--- src/rtl/mem_if_pkg.sv ---
// Shared definitions for the LSU memory master: access-size codes, FSM
// state encoding and the byte-lane helper functions.
package mem_if_pkg;

   localparam logic [1:0] SZ_BYTE = 2'd0;
   localparam logic [1:0] SZ_HALF = 2'd1;
   localparam logic [1:0] SZ_WORD = 2'd2;   // 2'd3 is reserved and behaves as a word

   typedef enum logic [1:0] {
      IDLE   = 2'd0,
      ISSUE  = 2'd1,
      WAIT_R = 2'd2,
      RESP   = 2'd3
   } state_e;

   // Byte enables for an access of the given size at byte offset off.
   function automatic logic [3:0] be_gen(input logic [1:0] size, input logic [1:0] off);
      logic [3:0] be;
      case (size)
         SZ_BYTE: be = 4'b0001 << off;
         SZ_HALF: be = off[1] ? 4'b1100 : 4'b0011;
         default: be = 4'b1111;
      endcase
      return be;
   endfunction

   // True when the offset is not a multiple of the access size.
   function automatic logic is_misaligned(input logic [1:0] size, input logic [1:0] off);
      logic mis;
      case (size)
         SZ_BYTE: mis = 1'b0;
         SZ_HALF: mis = off[0];
         default: mis = (off != 2'b00);
      endcase
      return mis;
   endfunction

   // Offset with the low bits that break natural alignment cleared.
   function automatic logic [1:0] align_off(input logic [1:0] size, input logic [1:0] off);
      logic [1:0] aoff;
      case (size)
         SZ_BYTE: aoff = off;
         SZ_HALF: aoff = {off[1], 1'b0};
         default: aoff = 2'b00;
      endcase
      return aoff;
   endfunction

endpackage

--- src/rtl/lsu_mem_master_if.sv ---
// CPU-side request/response and memory-side handshake signals of the LSU.
// master: the LSU itself; slave: the environment (pipeline + data memory).
interface lsu_mem_master_if;
   logic        req_valid;
   logic        req_ready;
   logic        req_we;
   logic [1:0]  req_size;
   logic        req_sign;
   logic [31:0] req_addr;
   logic [31:0] req_wdata;
   logic [31:0] req_pc;
   logic        rsp_valid;
   logic [31:0] rsp_rdata;
   logic        rsp_err;
   logic        stall;
   logic        mem_req;
   logic        mem_we;
   logic [3:0]  mem_be;
   logic [31:0] mem_addr;
   logic [31:0] mem_wdata;
   logic [31:0] mem_pc;
   logic        mem_gnt;
   logic        mem_rvalid;
   logic [31:0] mem_rdata;

   modport master (
      input  req_valid, req_we, req_size, req_sign, req_addr, req_wdata, req_pc,
      input  mem_gnt, mem_rvalid, mem_rdata,
      output req_ready, rsp_valid, rsp_rdata, rsp_err, stall,
      output mem_req, mem_we, mem_be, mem_addr, mem_wdata, mem_pc
   );

   modport slave (
      output req_valid, req_we, req_size, req_sign, req_addr, req_wdata, req_pc,
      output mem_gnt, mem_rvalid, mem_rdata,
      input  req_ready, rsp_valid, rsp_rdata, rsp_err, stall,
      input  mem_req, mem_we, mem_be, mem_addr, mem_wdata, mem_pc
   );
endinterface

--- src/rtl/lsu_lane_align.sv ---
// Combinational byte-lane logic: byte enables and lane replication for the
// outgoing store, lane extraction and sign/zero extension for the returned load.
module lsu_lane_align
   import mem_if_pkg::*;
(
   input  logic [1:0]  st_size,
   input  logic [1:0]  st_off,
   input  logic [31:0] st_wdata,
   output logic [3:0]  st_be,
   output logic [31:0] st_wdata_rep,
   input  logic [1:0]  ld_size,
   input  logic [1:0]  ld_off,
   input  logic        ld_sign,
   input  logic [31:0] ld_rdata,
   output logic [31:0] ld_data
);
   logic [31:0] lane_s;

   // Store side: enables from size/offset, data copied into every lane it may land in
   always_comb begin
      st_be = be_gen(st_size, st_off);
      case (st_size)
         SZ_BYTE: st_wdata_rep = {4{st_wdata[7:0]}};
         SZ_HALF: st_wdata_rep = {2{st_wdata[15:0]}};
         default: st_wdata_rep = st_wdata;
      endcase
   end

   // Load side: shift the addressed lane down, then extend to 32 bits
   always_comb begin
      lane_s = ld_rdata >> {ld_off, 3'b000};
      case (ld_size)
         SZ_BYTE: ld_data = {{24{ld_sign & lane_s[7]}}, lane_s[7:0]};
         SZ_HALF: ld_data = {{16{ld_sign & lane_s[15]}}, lane_s[15:0]};
         default: ld_data = lane_s;
      endcase
   end
endmodule

--- src/rtl/lsu_mem_master.sv ---
// Load/store initiator between the MEM stage and word-addressed data memory.
// One access in flight; request/grant/rvalid handshake with a timeout bound.
// Build option ALIGN_CHECK_EN: misaligned half/word accesses complete at once
// with rsp_err and never reach memory; without it the offending low address
// bits are cleared and the access proceeds.
module lsu_mem_master
   import mem_if_pkg::*;
#(
   parameter int TIMEOUT_CYC = 255,
   parameter int CNT_W       = 8
) (
   input logic              clk,
   input logic              reset,
   lsu_mem_master_if.master bus
);
   // Last counter value that still counts as in time; at or beyond it the access aborts.
   localparam logic [CNT_W-1:0] CNT_LAST = CNT_W'(TIMEOUT_CYC - 1);

   state_e             state_r, state_nxt_s;
   logic [CNT_W-1:0]   cnt_r;
   logic               we_r, sign_r;
   logic [1:0]         size_r, off_r;
   logic               accept_s, timeout_s, misalign_s;
   logic [1:0]         eff_off_s;
   logic [3:0]         st_be_s;
   logic [31:0]        st_wdata_s, ld_data_s;
   logic               rsp_valid_r, rsp_err_r, mem_req_r, mem_we_r;
   logic [31:0]        rsp_rdata_r, mem_addr_r, mem_wdata_r, mem_pc_r;
   logic [3:0]         mem_be_r;
   logic               rsp_err_nxt_s;
   logic [31:0]        rsp_rdata_nxt_s;

   assign accept_s  = bus.req_valid && (state_r == IDLE);
   assign timeout_s = (cnt_r >= CNT_LAST);

   // Offset normalisation and misalignment detection for the incoming request
   always_comb begin
`ifdef ALIGN_CHECK_EN
      eff_off_s  = bus.req_addr[1:0];
      misalign_s = is_misaligned(bus.req_size, bus.req_addr[1:0]);
`else
      eff_off_s  = align_off(bus.req_size, bus.req_addr[1:0]);
      misalign_s = 1'b0;
`endif
   end

   lsu_lane_align u_lane_align (
      .st_size      (bus.req_size),
      .st_off       (eff_off_s),
      .st_wdata     (bus.req_wdata),
      .st_be        (st_be_s),
      .st_wdata_rep (st_wdata_s),
      .ld_size      (size_r),
      .ld_off       (off_r),
      .ld_sign      (sign_r),
      .ld_rdata     (bus.mem_rdata),
      .ld_data      (ld_data_s)
   );

   // FSM state register
   always_ff @(posedge clk or negedge reset) begin
      if (!reset) state_r <= IDLE;
      else        state_r <= state_nxt_s;
   end

   // FSM next state; a handshake on the timeout edge takes priority over the abort
   always_comb begin
      state_nxt_s = state_r;
      case (state_r)
         IDLE: begin
            if (accept_s) state_nxt_s = misalign_s ? RESP : ISSUE;
            else          state_nxt_s = IDLE;
         end
         ISSUE: begin
            if (bus.mem_gnt)    state_nxt_s = we_r ? RESP : WAIT_R;
            else if (timeout_s) state_nxt_s = RESP;
            else                state_nxt_s = ISSUE;
         end
         WAIT_R: begin
            if (bus.mem_rvalid)  state_nxt_s = RESP;
            else if (timeout_s)  state_nxt_s = RESP;
            else                 state_nxt_s = WAIT_R;
         end
         RESP:    state_nxt_s = IDLE;
         default: state_nxt_s = IDLE;
      endcase
   end

   // FSM outputs: next-cycle error flag and load data for the response registers
   always_comb begin
      rsp_err_nxt_s   = 1'b0;
      rsp_rdata_nxt_s = 32'd0;
      case (state_r)
         IDLE: begin
            if (accept_s && misalign_s) rsp_err_nxt_s = 1'b1;
            else                        rsp_err_nxt_s = 1'b0;
         end
         ISSUE: begin
            if (!bus.mem_gnt && timeout_s) rsp_err_nxt_s = 1'b1;
            else                           rsp_err_nxt_s = 1'b0;
         end
         WAIT_R: begin
            if (bus.mem_rvalid) begin
               rsp_rdata_nxt_s = ld_data_s;
            end else if (timeout_s) begin
               rsp_err_nxt_s = 1'b1;
            end else begin
               rsp_err_nxt_s = 1'b0;
            end
         end
         default: rsp_err_nxt_s = 1'b0;
      endcase
   end

   // Request capture on accept and timeout counting while the access is outstanding
   always_ff @(posedge clk or negedge reset) begin
      if (!reset) begin
         we_r        <= 1'b0;
         sign_r      <= 1'b0;
         size_r      <= 2'd0;
         off_r       <= 2'd0;
         cnt_r       <= '0;
         mem_we_r    <= 1'b0;
         mem_be_r    <= 4'd0;
         mem_addr_r  <= 32'd0;
         mem_wdata_r <= 32'd0;
         mem_pc_r    <= 32'd0;
      end else if (accept_s) begin
         we_r        <= bus.req_we;
         sign_r      <= bus.req_sign;
         size_r      <= bus.req_size;
         off_r       <= eff_off_s;
         cnt_r       <= '0;
         mem_we_r    <= bus.req_we;
         mem_be_r    <= st_be_s;
         mem_addr_r  <= {bus.req_addr[31:2], 2'b00};
         mem_wdata_r <= st_wdata_s;
         mem_pc_r    <= bus.req_pc;
      end else if ((state_r == ISSUE) || (state_r == WAIT_R)) begin
         cnt_r <= cnt_r + CNT_W'(1);
      end
   end

   // Registered response pulse and memory request line
   always_ff @(posedge clk or negedge reset) begin
      if (!reset) begin
         rsp_valid_r <= 1'b0;
         rsp_err_r   <= 1'b0;
         rsp_rdata_r <= 32'd0;
         mem_req_r   <= 1'b0;
      end else begin
         rsp_valid_r <= (state_nxt_s == RESP);
         rsp_err_r   <= rsp_err_nxt_s;
         rsp_rdata_r <= rsp_rdata_nxt_s;
         mem_req_r   <= (state_nxt_s == ISSUE);
      end
   end

   assign bus.req_ready = (state_r == IDLE);
   assign bus.stall     = (state_r != IDLE);
   assign bus.rsp_valid = rsp_valid_r;
   assign bus.rsp_err   = rsp_err_r;
   assign bus.rsp_rdata = rsp_rdata_r;
   assign bus.mem_req   = mem_req_r;
   assign bus.mem_we    = mem_we_r;
   assign bus.mem_be    = mem_be_r;
   assign bus.mem_addr  = mem_addr_r;
   assign bus.mem_wdata = mem_wdata_r;
   assign bus.mem_pc    = mem_pc_r;
endmodule

--- src/flat_wrapper.sv ---
// flat-port wrapper written by rule: the top's interface ports become plain ports
module lsu_mem_master_flat import mem_if_pkg::*;
#(
   parameter int TIMEOUT_CYC = 255,
   parameter int CNT_W       = 8
)
  (clk, reset, bus_req_valid, bus_req_we, bus_req_size, bus_req_sign, bus_req_addr, bus_req_wdata, bus_req_pc, bus_mem_gnt, bus_mem_rvalid, bus_mem_rdata, bus_req_ready, bus_rsp_valid, bus_rsp_rdata, bus_rsp_err, bus_stall, bus_mem_req, bus_mem_we, bus_mem_be, bus_mem_addr, bus_mem_wdata, bus_mem_pc);
  lsu_mem_master_if bus_i ();
  input logic clk;
  input logic reset;
  input wire logic [$bits(bus_i.req_valid)-1:0] bus_req_valid;
  input wire logic [$bits(bus_i.req_we)-1:0] bus_req_we;
  input wire logic [$bits(bus_i.req_size)-1:0] bus_req_size;
  input wire logic [$bits(bus_i.req_sign)-1:0] bus_req_sign;
  input wire logic [$bits(bus_i.req_addr)-1:0] bus_req_addr;
  input wire logic [$bits(bus_i.req_wdata)-1:0] bus_req_wdata;
  input wire logic [$bits(bus_i.req_pc)-1:0] bus_req_pc;
  input wire logic [$bits(bus_i.mem_gnt)-1:0] bus_mem_gnt;
  input wire logic [$bits(bus_i.mem_rvalid)-1:0] bus_mem_rvalid;
  input wire logic [$bits(bus_i.mem_rdata)-1:0] bus_mem_rdata;
  output wire logic [$bits(bus_i.req_ready)-1:0] bus_req_ready;
  output wire logic [$bits(bus_i.rsp_valid)-1:0] bus_rsp_valid;
  output wire logic [$bits(bus_i.rsp_rdata)-1:0] bus_rsp_rdata;
  output wire logic [$bits(bus_i.rsp_err)-1:0] bus_rsp_err;
  output wire logic [$bits(bus_i.stall)-1:0] bus_stall;
  output wire logic [$bits(bus_i.mem_req)-1:0] bus_mem_req;
  output wire logic [$bits(bus_i.mem_we)-1:0] bus_mem_we;
  output wire logic [$bits(bus_i.mem_be)-1:0] bus_mem_be;
  output wire logic [$bits(bus_i.mem_addr)-1:0] bus_mem_addr;
  output wire logic [$bits(bus_i.mem_wdata)-1:0] bus_mem_wdata;
  output wire logic [$bits(bus_i.mem_pc)-1:0] bus_mem_pc;
  assign bus_i.req_valid = bus_req_valid;
  assign bus_i.req_we = bus_req_we;
  assign bus_i.req_size = bus_req_size;
  assign bus_i.req_sign = bus_req_sign;
  assign bus_i.req_addr = bus_req_addr;
  assign bus_i.req_wdata = bus_req_wdata;
  assign bus_i.req_pc = bus_req_pc;
  assign bus_i.mem_gnt = bus_mem_gnt;
  assign bus_i.mem_rvalid = bus_mem_rvalid;
  assign bus_i.mem_rdata = bus_mem_rdata;
  assign bus_req_ready = bus_i.req_ready;
  assign bus_rsp_valid = bus_i.rsp_valid;
  assign bus_rsp_rdata = bus_i.rsp_rdata;
  assign bus_rsp_err = bus_i.rsp_err;
  assign bus_stall = bus_i.stall;
  assign bus_mem_req = bus_i.mem_req;
  assign bus_mem_we = bus_i.mem_we;
  assign bus_mem_be = bus_i.mem_be;
  assign bus_mem_addr = bus_i.mem_addr;
  assign bus_mem_wdata = bus_i.mem_wdata;
  assign bus_mem_pc = bus_i.mem_pc;
  lsu_mem_master #(.TIMEOUT_CYC(TIMEOUT_CYC), .CNT_W(CNT_W)) u_core (.clk(clk), .reset(reset), .bus(bus_i));
endmodule
--- config.mk ---
export PLATFORM = sky130hd
export DESIGN_NAME = lsu_mem_master_flat
export DESIGN_NICKNAME = d
export VERILOG_FILES = /design/src/rtl/mem_if_pkg.sv /design/src/rtl/lsu_mem_master_if.sv /design/src/rtl/lsu_lane_align.sv /design/src/rtl/lsu_mem_master.sv /design/src/flat_wrapper.sv
export SDC_FILE = /design/constraint.sdc
export NUM_CORES = 1
export LEC_CHECK = 0
export ABC_CLOCK_PERIOD_IN_PS = 3800
export CAP_MARGIN = 10
export CORE_MARGIN = 10
export CORE_UTILIZATION = 47
export DETAILED_ROUTE_END_ITERATION = 7
export PLACE_DENSITY = 0.86
export SETUP_SLACK_MARGIN = 0.3
export SLEW_MARGIN = 10
export SYNTH_ARGS = -nofsm -noshare
export SYNTH_HDL_FRONTEND = slang
export SYNTH_HIERARCHICAL = 1
export SYNTH_SLANG_ARGS = --single-unit
--- constraint.sdc ---
create_clock -name clk -period 3.8 [get_ports clk]
set_clock_uncertainty 0.1 [all_clocks]
set_input_delay 0.76 -clock clk [delete_from_list [all_inputs] [get_ports clk]]
set_output_delay 0.76 -clock clk [all_outputs]
set_load 0.01 [all_outputs]
Word level (Yosys, flattened, before mapping)
Cells that the tools add are included.
{"block": "word_totals", "rom_bits": 0, "elab_cells": 56, "output_inout_bits": 138, "inputBits": 137, "ramBits": 0, "ff_bits": 149, "latchBits": 0, "mem_count": 0}
{"block": "op_classes", "n_lt_le_gt_ge": 1, "div_mod_pow": 0, "shift": 2, "multipliers": 0, "bitwise_logic": 2, "reduce_logical": 9, "eq_ne": 7, "addsub": 1, "mux": 20}
{"cell": "case mux 32 bit (2 select lines)", "n": 2}
{"cell": "two-way mux 32 bit", "n": 2}
{"cell": ">> shifter 32 x 5 -> 32 bit", "n": 1}
{"cell": "two-way mux 8 bit", "n": 2}
{"cell": "adder 8 x 1 -> 8 bit (second input constant)", "n": 1}
{"cell": "== test 2 x 1 -> 1 bit (second input constant)", "n": 4}
{"cell": "greater-or-equal comparator 8 bit (second input constant)", "n": 1}
{"cell": "case mux 2 bit (4 select lines)", "n": 1}
{"cell": "case mux 4 bit (2 select lines)", "n": 1}
{"cell": "== test 2 bit (second input constant)", "n": 3}
{"cell": "logical NOT 2 bit", "n": 3}
{"cell": "two-way mux 1 bit", "n": 6}
{"cell": "two-way mux 2 bit", "n": 3}
{"cell": "two-way mux 4 bit", "n": 1}
{"cell": "case mux 2 bit (2 select lines)", "n": 1}
{"cell": "nonzero test 2 bit", "n": 2}
{"cell": "<< shifter 1 x 2 -> 4 bit (first input constant)", "n": 1}
{"cell": "AND 1 bit", "n": 2}
{"cell": "logical AND 1 bit", "n": 2}
{"cell": "case mux 1 bit (2 select lines)", "n": 1}
{"cell": "logical NOT 1 bit", "n": 1}
{"cell": "logical OR 1 bit", "n": 1}

Longest topological paths before layout
Gate-level depths: netlist of the first run.
{"block": "logic_depth", "depth_word": 5, "ltp_mapped": 8}

Cells and area by module
The synthesis of the first run kept the hierarchy.
{"module": "lsu_mem_master", "cells_per_inst": 581, "instances": 1, "area_each_um2": 5642.9, "seq_area_each_um2": 3728.6}
{"module": "lsu_lane_align", "cells_per_inst": 163, "instances": 1, "area_each_um2": 1154.9, "seq_area_each_um2": 0.0}

Worst setup path after synthesis of the first run
No wires, ideal clock.
{"block": "synth_path", "path_kind": "input -> register", "from": "in bus_mem_rdata[23]", "to": "reg u_core.rsp_rdata_r[17], in the netlist u_core/bus.rsp_rdata[17]", "path_buffers": 1, "cell_stages": 6, "setup_ns": 0.120, "required_time_ns": 3.580, "setup_slack_ns": 1.958, "arrival_ns": 1.622, "cell_sequence": "mux2i_1 -> mux2i_1 -> o211ai_2 -> buf_6 -> o21ai_2 -> and3_1"}
{"block": "synth_between", "elab_chain_len": 5, "elab_cells_between_ends": 6}
{"item": "start: declaration", "line": "flat_wrapper.sv:20", "source": "input wire logic [$bits(bus_i.mem_rdata)-1:0] bus_mem_rdata;"}
{"item": ">> shifter 32 x 5 -> 32 bit *", "line": "lsu_lane_align.sv:31", "source": "lane_s = ld_rdata >> {ld_off, 3'b000};"}
{"item": "AND 1 bit (on tied branches)", "line": "lsu_lane_align.sv:34, lsu_lane_align.sv:33"}
{"item": "case mux 32 bit (2 select lines) *", "line": "lsu_lane_align.sv:32", "source": "case (ld_size)"}
{"item": "net u_core.ld_data_s[17]", "line": "lsu_mem_master.sv:26", "source": "logic [31:0] st_wdata_s, ld_data_s;"}
{"item": "two-way mux 32 bit *", "line": "lsu_mem_master.sv:103", "source": "if (bus.mem_rvalid) begin"}
{"item": "two-way mux 32 bit *", "line": "lsu_mem_master.sv:93", "source": "case (state_r)"}
{"item": "net u_core.rsp_rdata_nxt_s[17]", "line": "lsu_mem_master.sv:31", "source": "logic [31:0] rsp_rdata_nxt_s;"}
{"item": "end signal: assignment", "line": "lsu_mem_master.sv:154", "source": "rsp_rdata_r <= rsp_rdata_nxt_s;"}
{"item": "end: declaration", "line": "lsu_mem_master.sv:28", "source": "logic [31:0] rsp_rdata_r, mem_addr_r, mem_wdata_r, mem_pc_r;"}
The timed path passes the listed nets; every way through them passes the cells marked *.
A chain may end at the register's enable or synchronous reset.

Final worst setup path of the first run
{"block": "layout_path", "from": "reg u_core.state_r[0]", "to": "out bus_stall"}
{"block": "layout_between", "elab_chain_len": 1}
{"item": "start: declaration", "line": "lsu_mem_master.sv:19", "source": "state_e state_r, state_nxt_s;"}
{"item": "start signal: assignment", "line": "lsu_mem_master.sv:63", "source": "else state_r <= state_nxt_s;"}
{"item": "nonzero test 2 bit", "line": "lsu_mem_master.sv:160", "source": "assign bus.stall = (state_r != IDLE);"}
{"item": "end: declaration", "line": "flat_wrapper.sv:25", "source": "output wire logic [$bits(bus_i.stall)-1:0] bus_stall;"}
No other way between the ends.

==> impl_metrics.toml, run 1 <==
[final_layout]
final_area_sq_um = 10200
final_cells = 1184
num-nets-final = 1133
antenna_cells = 0
drive_gt1_frac = 0.0817
syn_to_final_growth_pct = 50.2
final_util = 0.727
nFillCells = 977

[clock_network]
cts.path.max_buffers = 2
cts_inserted_buffers = 17
cts_tree = "built"
cts.hold.buffers_added = 0
clock_latency_ps = 410
cts.htree.levels = 4
clk_pin_slew_ps = 60
post_cts_buffers = 0
cts.sinks = 149
clock-root-buffer = "clkbuf_16"
cts_resized = 0

[setup_path]
cp_slowest_stage_delay_ps = 550
reg2reg_depth = 5
cp_max_fo = 5
crit_family = "buffers and inverters"
start_kind = "flop"
path_class = "reg2out"
crit_required_ps = 2940
worst-path-stages = 4
cp-end-kind = "output pin"
crit_path_frequent_cell = "inv_1"
worst-path-buf-inv = 3
critPathSlowestCell = "clkdlybuf4s50_1"
worstPathCellList = "inv_1, ha_1, inv_1, clkdlybuf4s50_1"
worst_ep_arrival_time_ps = 1860

[place]
place_inst = 1152
hpwl_um = 16000
gp_congestion = 0.877
io_buffers = 272
dpl_cell_area_sq_um = 9570

[detailed_routing]
vias = 6051
drt_first_pass_iters = 5
wire_per_inst_um = 18.7
ant_nets = 0
post-route-drc-count = 0
drt-vias-per-instance = 5.11
first_iter_violations = 326
finalWirelength_um = 22100

[global_route]
grt_pass1_vias = 6397
antenna_found_initial = 0
grt_pass1_wl_um = 34600
grt_usage = 0.219
grt_remaining_overflow = 0
grt_max_degree = 71

[floorplanning]
num_rows = 43
core_sq_um = 14000
dieHeight_um = 140
fp.dieArea_sq_um = 19700
initial_core_util = 0.484
io_pins = 275
die_x_um = 140

[synth]
synth_flop_cell = "dfrtp_1"
synth_area_sq_um = 6800
yosys-top-cells-count = "nand2_1, dfrtp_1, and3_1"
ys_ff_latch = 149
avgSynthCellArea_sq_um = 9.14
ys_seq_area_frac = 0.548
syn_inst = 744
synth_largest_area_cell = "dfrtp_1"
synth.most_common_cell = "nand2_1"
synth_top_area_frac = 0.548
yosys-top-cells-area = "dfrtp_1, nand2_1, mux2_2"
synth_edf_count = 0
yosysUniqueCellTypes = 46
yosys_warnings = 6
synthArstFlopShare = 1.00

[outcome]
status = "finished clean"

[timing]
report.final.slew_viol_count = 0
relSlewSlack = 0.358
worstMarginPinSlew_ps = 960
period_needed_ps = 2720
finalSetupViolCount = 0
finalHoldViolCount = 0
fin_tns_setup_ps = 0
fmax_mhz = 368
rsz0062_at_grt = "no"
post-route-period-util = 0.715

[flow_run]
maxCapViolCount = 0

[pwr]
power_w = 0.00764
ir_drop_v = 0.000510
p_leak_nw = 4.99
power_density_nw_per_um2 = 748

[worst_hold_path]
hold_path_class = "in2async"
[logic make-up after synthesis]
group           synth area share
simple gates               0.260
xor+xnor                 0.00902
mux                       0.0707
buf+inv                   0.0468
flops                      0.549
other cells             0.000552
fa+ha+maj                0.00920
compound gates            0.0554
[path summary, 6_finish.rpt]
path / start / to / slack [ps]
worst min register to register: u_core/bus.mem_pc[6]$_DFFE_PN0P_ / u_core/bus.mem_pc[6]$_DFFE_PN0P_ / 370
min in group clk: u_core/bus.mem_pc[6]$_DFFE_PN0P_ / u_core/bus.mem_pc[6]$_DFFE_PN0P_ / 370
max in group asynchronous: reset / u_core/cnt_r[6]$_DFFE_PN0P_ / 2620
worst min-delay path: reset / u_core/bus.mem_pc[17]$_DFFE_PN0P_ / 210
worst max-delay path: u_core/state_r[0]$_DFF_PN0_ / bus_stall / 1080
worst max register to register: u_core/off_r[1]$_DFFE_PN0P_ / u_core/bus.rsp_rdata[12]$_DFF_PN0_ / 1360
[cell type report]
class	instances	area, sq um	area share
flip-flops and latches	149	3730	0.365
repair buffers	279	2810	0.276
inverters	10	37.5	0.00368
well taps	180	225	0.0221
clock inverters	12	176	0.0173
clock buffers	20	467	0.0457
multi-input cells	534	2770	0.271
[power by group]
part,internal (W),switching (W),leakage (nW)
clock,0.00115,0.000655,0.312
combinational,0.00161,0.00165,2.77
sequential,0.00217,0.000391,1.91
[per-stage QoR]
| stage | setup WS [ps] | hold WS (ps) |
|---|---|---|
| floorplan | 1960 | 364 |
| global placement | 1120 | 356 |
| detailed placement | 1020 | 362 |
| CTS | 1070 | 229 |
| global route | 1000 | 252 |
| finish | 1080 | 207 |
[placed cells by master (no fill, tap or decap), types with 6 or more instances in the layout]
cell	instances
o21ai_0	16
clkdlybuf4s50_1	271
mux2i_1	21
a21oi_1	9
dfrtp_1	149
xor2_1	6
a211oi_1	7
a221oi_1	7
nor2_1	23
nand2_1	338
inv_1	9
and3_1	33
clkbuf_16	17
nor2b_1	9
mux2_2	24
[registers in the layout (all words and copies together), names as in the netlist]
name / count
u_core/bus.rsp_valid: 1
u_core/bus.rsp_err: 1
u_core/cnt_r: 8
u_core/bus.rsp_rdata: 32
u_core/off_r: 2
u_core/sign_r: 1
u_core/bus.mem_we: 1
u_core/size_r: 2
u_core/bus.mem_pc: 32
u_core/bus.mem_wdata: 32
u_core/bus.mem_req: 1
u_core/state_r: 2
u_core/bus.mem_addr: 30
u_core/bus.mem_be: 4
[layer usage]
| metal | GRT usage | vias up | share of wire |
|---|---|---|---|
| li1 | - | 2869 | - |
| met1 | 0.243 | 2907 | 0.38 |
| met2 | 0.374 | 245 | 0.50 |
| met3 | 0.0859 | 30 | 0.096 |
| met4 | 0.0707 | 0 | 0.022 |
| met5 | 0 | - | 0 |
(Power assumes the default switching activity.)
==> run 2, diff against run 1 <==
ABC_CLOCK_PERIOD_IN_PS = 2400   (was 3800)
CORE_UTILIZATION = 39   (was 47)
PLACE_DENSITY = 0.76   (was 0.86)
clock period = 2.4 ns   (was 3.8 ns; I/O delays follow)
==> run 2 against run 1 <==
Core utilization shrank 12 points. Count of clock-buffer cells in the layout shrank 1. Critical endpoint unchanged. Final cell count increased by 5.3%. Critical path depth unchanged. Non-clock buffer count is 19 higher. Critical path type unchanged. First-iteration DRC count increased by 8.9%. Routed wire length rose by 0.12%. Power increased by 61%. Highest routed layer unchanged. Sequential share of layout area is 0.96 points lower.
==> impl_metrics.toml, run 2 (synthesis gave the netlist of run 1 again) <==
[outcome]
status = "finished clean"

[global_route]
grt_max_degree = 67
grt_remaining_overflow = 0
grt_pass1_vias = 6091
grt_pass1_wl_um = 34800
antenna_found_initial = 0
grt_usage = 0.188

[timing]
fin_tns_setup_ps = 0
finalSetupViolCount = 0
post-route-period-util = 0.840
fmax_mhz = 496
worstMarginPinSlew_ps = 566
fin_ws_ps = 384
relSlewSlack = 0.621
report.final.slew_viol_count = 0
period_needed_ps = 2020
rsz0062_at_grt = "yes"
finalHoldViolCount = 0
whs_ps = 370

[pwr]
p_leak_nw = 5.11
ir_drop_v = 0.000598
power_density_nw_per_um2 = 1170
power_w = 0.0123

[final_layout]
layout_common_cells = "nand2_1, clkdlybuf4s50_1, dfrtp_1, and3_1, mux2_2"
drive_gt1_frac = 0.102
final_util = 0.611
final_common_cell = "nand2_1"
antenna_cells = 0
syn_to_final_growth_pct = 54.3
num-nets-final = 1152
nFillCells = 1472

[setup_path]
crit_required_ps = 1820
reg2reg_depth = 8
cp_max_fo = 5
start_kind = "flop"
worst_ep_arrival_time_ps = 1440
path_class = "reg2out"
cp-end-kind = "output pin"

[place]
place_ws_ps = -65.7
io_buffers = 272
gp_congestion = 0.834
hpwl_um = 16500

[detailed_routing]
drt_first_pass_iters = 4
finalWirelength_um = 22200
drt-vias-per-instance = 4.78
wire_per_inst_um = 17.8
vias = 5960
ant_nets = 0
post-route-drc-count = 0
first_iter_violations = 355

[floorplanning]
io_pins = 275
dieHeight_um = 152
fp.dieArea_sq_um = 23100
die_x_um = 152
core_sq_um = 17200
num_rows = 48
initial_core_util = 0.396

[clock_network]
clk_pin_slew_ps = 60
clock-root-buffer = "clkbuf_16"
cts.sinks = 149
cts_tree = "built"
cts.htree.levels = 4
cts.path.max_buffers = 2
cts_inserted_buffers = 17
clock_latency_ps = 420

[flow_run]
maxCapViolCount = 0

[worst_hold_path]
hold_path_class = "reg2reg"
min_path_cells = 2
==> run 2: cell count changes in the layout (fill, tap and decap cells not counted), sizes merged <==
cell,before,now
clkdlybuf4s50,271,269
clkinvlp,2,3
dlygate4sd3,0,1
dlygate4sd2,0,2
clkinv,7,4
clkbuf,20,19
inv,9,11
buf,8,26
==> run 2: layout make-up <==
| type | count | area (sq um) | area share |
|---|---|---|---|
| clock inverter | 12 | 176 | 0.0168 |
| multi-input combinational | 534 | 2790 | 0.266 |
| clock buffer | 19 | 453 | 0.0432 |
| sequential | 149 | 3730 | 0.355 |
| tap | 225 | 282 | 0.0268 |
| inverter | 10 | 41.3 | 0.00394 |
| timing repair buffer | 298 | 3020 | 0.288 |
==> run 2: repair_timing <==
action | 4_1_cts | 5_1_grt
gates resized for setup | 5 | 4
setup buffers | 1 | 4
endpoints found under the hold margin | 40 | 0
setup endpoints to repair | 8 | 14
pin swaps | 0 | 1
hold buffers | 1 | 0
==> run 2: path summary, 6_finish.rpt <==
kind | startpoint | to | slack, ps
max in group asynchronous | reset | u_core/bus.rsp_rdata[17]$_DFF_PN0_ | 1070
setup reg to reg | u_core/off_r[0]$_DFFE_PN0P_ | u_core/bus.rsp_rdata[24]$_DFF_PN0_ | 410
min in group asynchronous | reset | u_core/bus.mem_addr[10]$_DFFE_PN0P_ | 470
hold reg to reg | u_core/bus.mem_wdata[21]$_DFFE_PN0P_ | u_core/bus.mem_wdata[21]$_DFFE_PN0P_ | 370
setup / recovery | u_core/state_r[1]$_DFF_PN0_ | bus_stall | 380
hold / removal | u_core/bus.mem_wdata[21]$_DFFE_PN0P_ | u_core/bus.mem_wdata[21]$_DFFE_PN0P_ | 370
==> run 2: where the power goes <==
part	switching, W	internal [W]	leakage (nW)
registers	0.000554	0.00344	1.91
clock network	0.00107	0.00179	0.306
logic	0.00270	0.00273	2.89
total	0.00432	0.00797	5.11
==> run 2: metrics by stage <==
stage | cell area [sq um] | std cells
2_1_floorplan | 6800 | 745
3_3_place_gp | 9760 | 1210
3_5_place_dp | 9760 | 1210
4_1_cts | 10400 | 1243
5_1_grt | 10500 | 1247
6_report | 10500 | 1247
==> run 2: worst max-delay path, stage by stage, from the launching register on <==
cell,delay [ps]
dfrtp_1,400
inv_2,90
ha_4,170
inv_1,70
dlygate4sd2_1,280
==> run 2: per-layer routing <==
| metal | share of wire | vias to the layer above | GRT usage |
|---|---|---|---|
| li1 | - | 2911 | - |
| met1 | 0.42 | 2813 | 0.225 |
| met2 | 0.48 | 215 | 0.309 |
| met3 | 0.081 | 21 | 0.0748 |
| met4 | 0.013 | 0 | 0.0454 |
| met5 | 0 | - | 0 |
==> run 3, diff against run 2 <==
ABC_CLOCK_PERIOD_IN_PS = 1650   (was 2400)
clock period = 1.65 ns   (was 2.4 ns; I/O delays follow)
==> run 3 against run 2 <==
The run now ends with negative setup slack left. Critical path depth is 7 higher. Via count is 20% higher. Core utilization is 17 points higher. Routed wire length is 33% higher. Global-route usage is 3.2 points higher. Register-to-register slack worse by 580 ps. Final cell count is 13% higher. First-iteration DRC count is 6.2% higher. Sequential cell count stayed put. Design area is 28% higher. Sequential power is 56% higher.
==> impl_metrics.toml, run 3 (synthesis gave the netlist of run 1 again) <==
[timing]
finalSetupViolCount = 125
whs_ps = 306
finalHoldViolCount = 0
fin_ws_ps = -171
fmax_mhz = 549
worstMarginPinSlew_ps = 652
post-route-period-util = 1.10
rsz0062_at_grt = "yes"
report.final.slew_viol_count = 0
period_needed_ps = 1820
relSlewSlack = 0.565

[final_layout]
register_area_sq_um = 3730
final_area_sq_um = 13400
layout_common_cells = "nand2_1, dfrtp_1, clkdlybuf4s50_1, buf_6, nand2_2"
antenna_cells = 0
syn_to_final_growth_pct = 97.1
multi_input_area_sq_um = 3930
final_common_cell = "nand2_1"
drive_gt1_frac = 0.533
num-nets-final = 1311
nFillCells = 1002

[floorplanning]
core_sq_um = 17200
fp.dieArea_sq_um = 23100
num_rows = 48
dieHeight_um = 152
die_x_um = 152
io_pins = 275
initial_core_util = 0.396

[pwr]
p_leak_nw = 6.71
power_density_nw_per_um2 = 1810
p_int_w = 0.0151
power_w = 0.0242
p_sw_w = 0.00914
power.share.clock = 0.165
ir_drop_v = 0.000971
power_frac_seq = 0.256
netSwitchingFraction = 0.377
comb_power_share = 0.579

[place]
place_ws_ps = -362
dpl_cell_area_sq_um = 10100
io_buffers = 272
hpwl_um = 16800
gp_congestion = 0.843

[setup_path]
path_class = "reg2reg"
crit_required_ps = 1860
cp_slowest_stage_delay_ps = 400
worst_ep_arrival_time_ps = 2030
crit_family = "buffers and inverters"
worst-path-buf-inv = 7
critPathSlowestCell = "dfrtp_1"
cp-end-kind = "flop"
worstPathCellList = "inv_2, ha_4, buf_6, buf_6, buf_12, nand2_8, buf_12, buf_12, buf_16, nand2_4, nand2_2"
cp_max_fo = 6
crit_path_frequent_cell = "buf_12"
start_kind = "flop"

[clock_network]
cts_inserted_buffers = 17
clk_pin_slew_ps = 60
clock_latency_ps = 430
cts.path.max_buffers = 2
cts.sinks = 149
clock-root-buffer = "clkbuf_16"
cts.htree.levels = 4
cts_tree = "built"

[global_route]
antenna_found_initial = 0
grt_pass1_wl_um = 40400
grt_max_degree = 38
grt_usage = 0.220
grt_pass1_vias = 6942
grt_remaining_overflow = 0

[detailed_routing]
post-route-drc-count = 0
first_iter_violations = 377
ant_nets = 0
drt_first_pass_iters = 4
finalWirelength_um = 29500
wire_per_inst_um = 21.0
vias = 7125
drt-vias-per-instance = 5.06

[outcome]
status = "finished with violations"
failed_checks = "negative setup slack"

[worst_hold_path]
hold_path_class = "in2async"

[flow_run]
maxCapViolCount = 0
run 3: metal layers:
layer / vias to the layer above / part of all wire / GRT usage
met2: 307 / 0.52 / 0.361
met5: - / 0 / 0
met3: 57 / 0.075 / 0.0796
met1: 3516 / 0.38 / 0.259
met4: 0 / 0.031 / 0.0798
li1: 3245 / - / -
run 3: worst paths after layout:
path | from | end | slack [ps] | cells after the start
max | u_core/state_r[0]$_DFF_PN0_ | u_core/bus.mem_addr[19]$_DFFE_PN0P_ | -170 | 11
min | reset | u_core/bus.mem_pc[4]$_DFFE_PN0P_ | 310 | 2
max reg2reg | u_core/state_r[0]$_DFF_PN0_ | u_core/bus.mem_addr[19]$_DFFE_PN0P_ | -170 | 11
min reg2reg | u_core/bus.mem_pc[31]$_DFFE_PN0P_ | u_core/bus.mem_pc[31]$_DFFE_PN0P_ | 380 | 2
max in group asynchronous | reset | u_core/bus.mem_wdata[5]$_DFFE_PN0P_ | 570 | 3
min in group clk | bus_req_pc[29] | u_core/bus.mem_pc[29]$_DFFE_PN0P_ | 330 | 3
run 3: repair_timing:
| item | in CTS | in global routing |
|---|---|---|
| setup endpoints to repair | 284 | 285 |
| cloned | 17 | 3 |
| pin swaps | 89 | 157 |
| setup buffers | 45 | 70 |
| resized for setup | 759 | 268 |
| endpoints found under the hold margin | 32 | 0 |
| hold buffers | 1 | 0 |
run 3: area by class of cell:
class,instances,area share
Inverter,10,0.00299
Clock buffer,20,0.0333
Multi-Input combinational cell,535,0.293
Clock inverter,12,0.0115
Tap cell,225,0.0210
Sequential cell,149,0.279
Timing Repair Buffer,456,0.359
run 3: per-stage QoR:
stage                     cells  setup TNS, ps  utilization
final                      1407          -9180        0.780
after global routing       1407         -16370        0.780
after CTS                  1334          -3260        0.684
after detailed placement   1239         -17680        0.591
after global placement     1239         -15360        0.591
after floorplan             745              0            -
run 3: worst reg2reg max path, stage by stage, from the launching register on:
cell and delay (ps):
dfrtp_1 400, inv_2 100, ha_4 150, buf_6 100, buf_6 110, buf_12 110
nand2_8 80, buf_12 180, buf_12 130, buf_16 140, nand2_4 50, nand2_2 70
run 3: power by group through the flow:
stage               sequential [W]  clock [W]  combinational (W)
CTS                        0.00596    0.00403             0.0104
detailed placement         0.00584          0            0.00832
finish                     0.00621    0.00399             0.0140
global route               0.00636    0.00424             0.0148
floorplan                  0.00637          0            0.00342
global placement           0.00578          0            0.00819
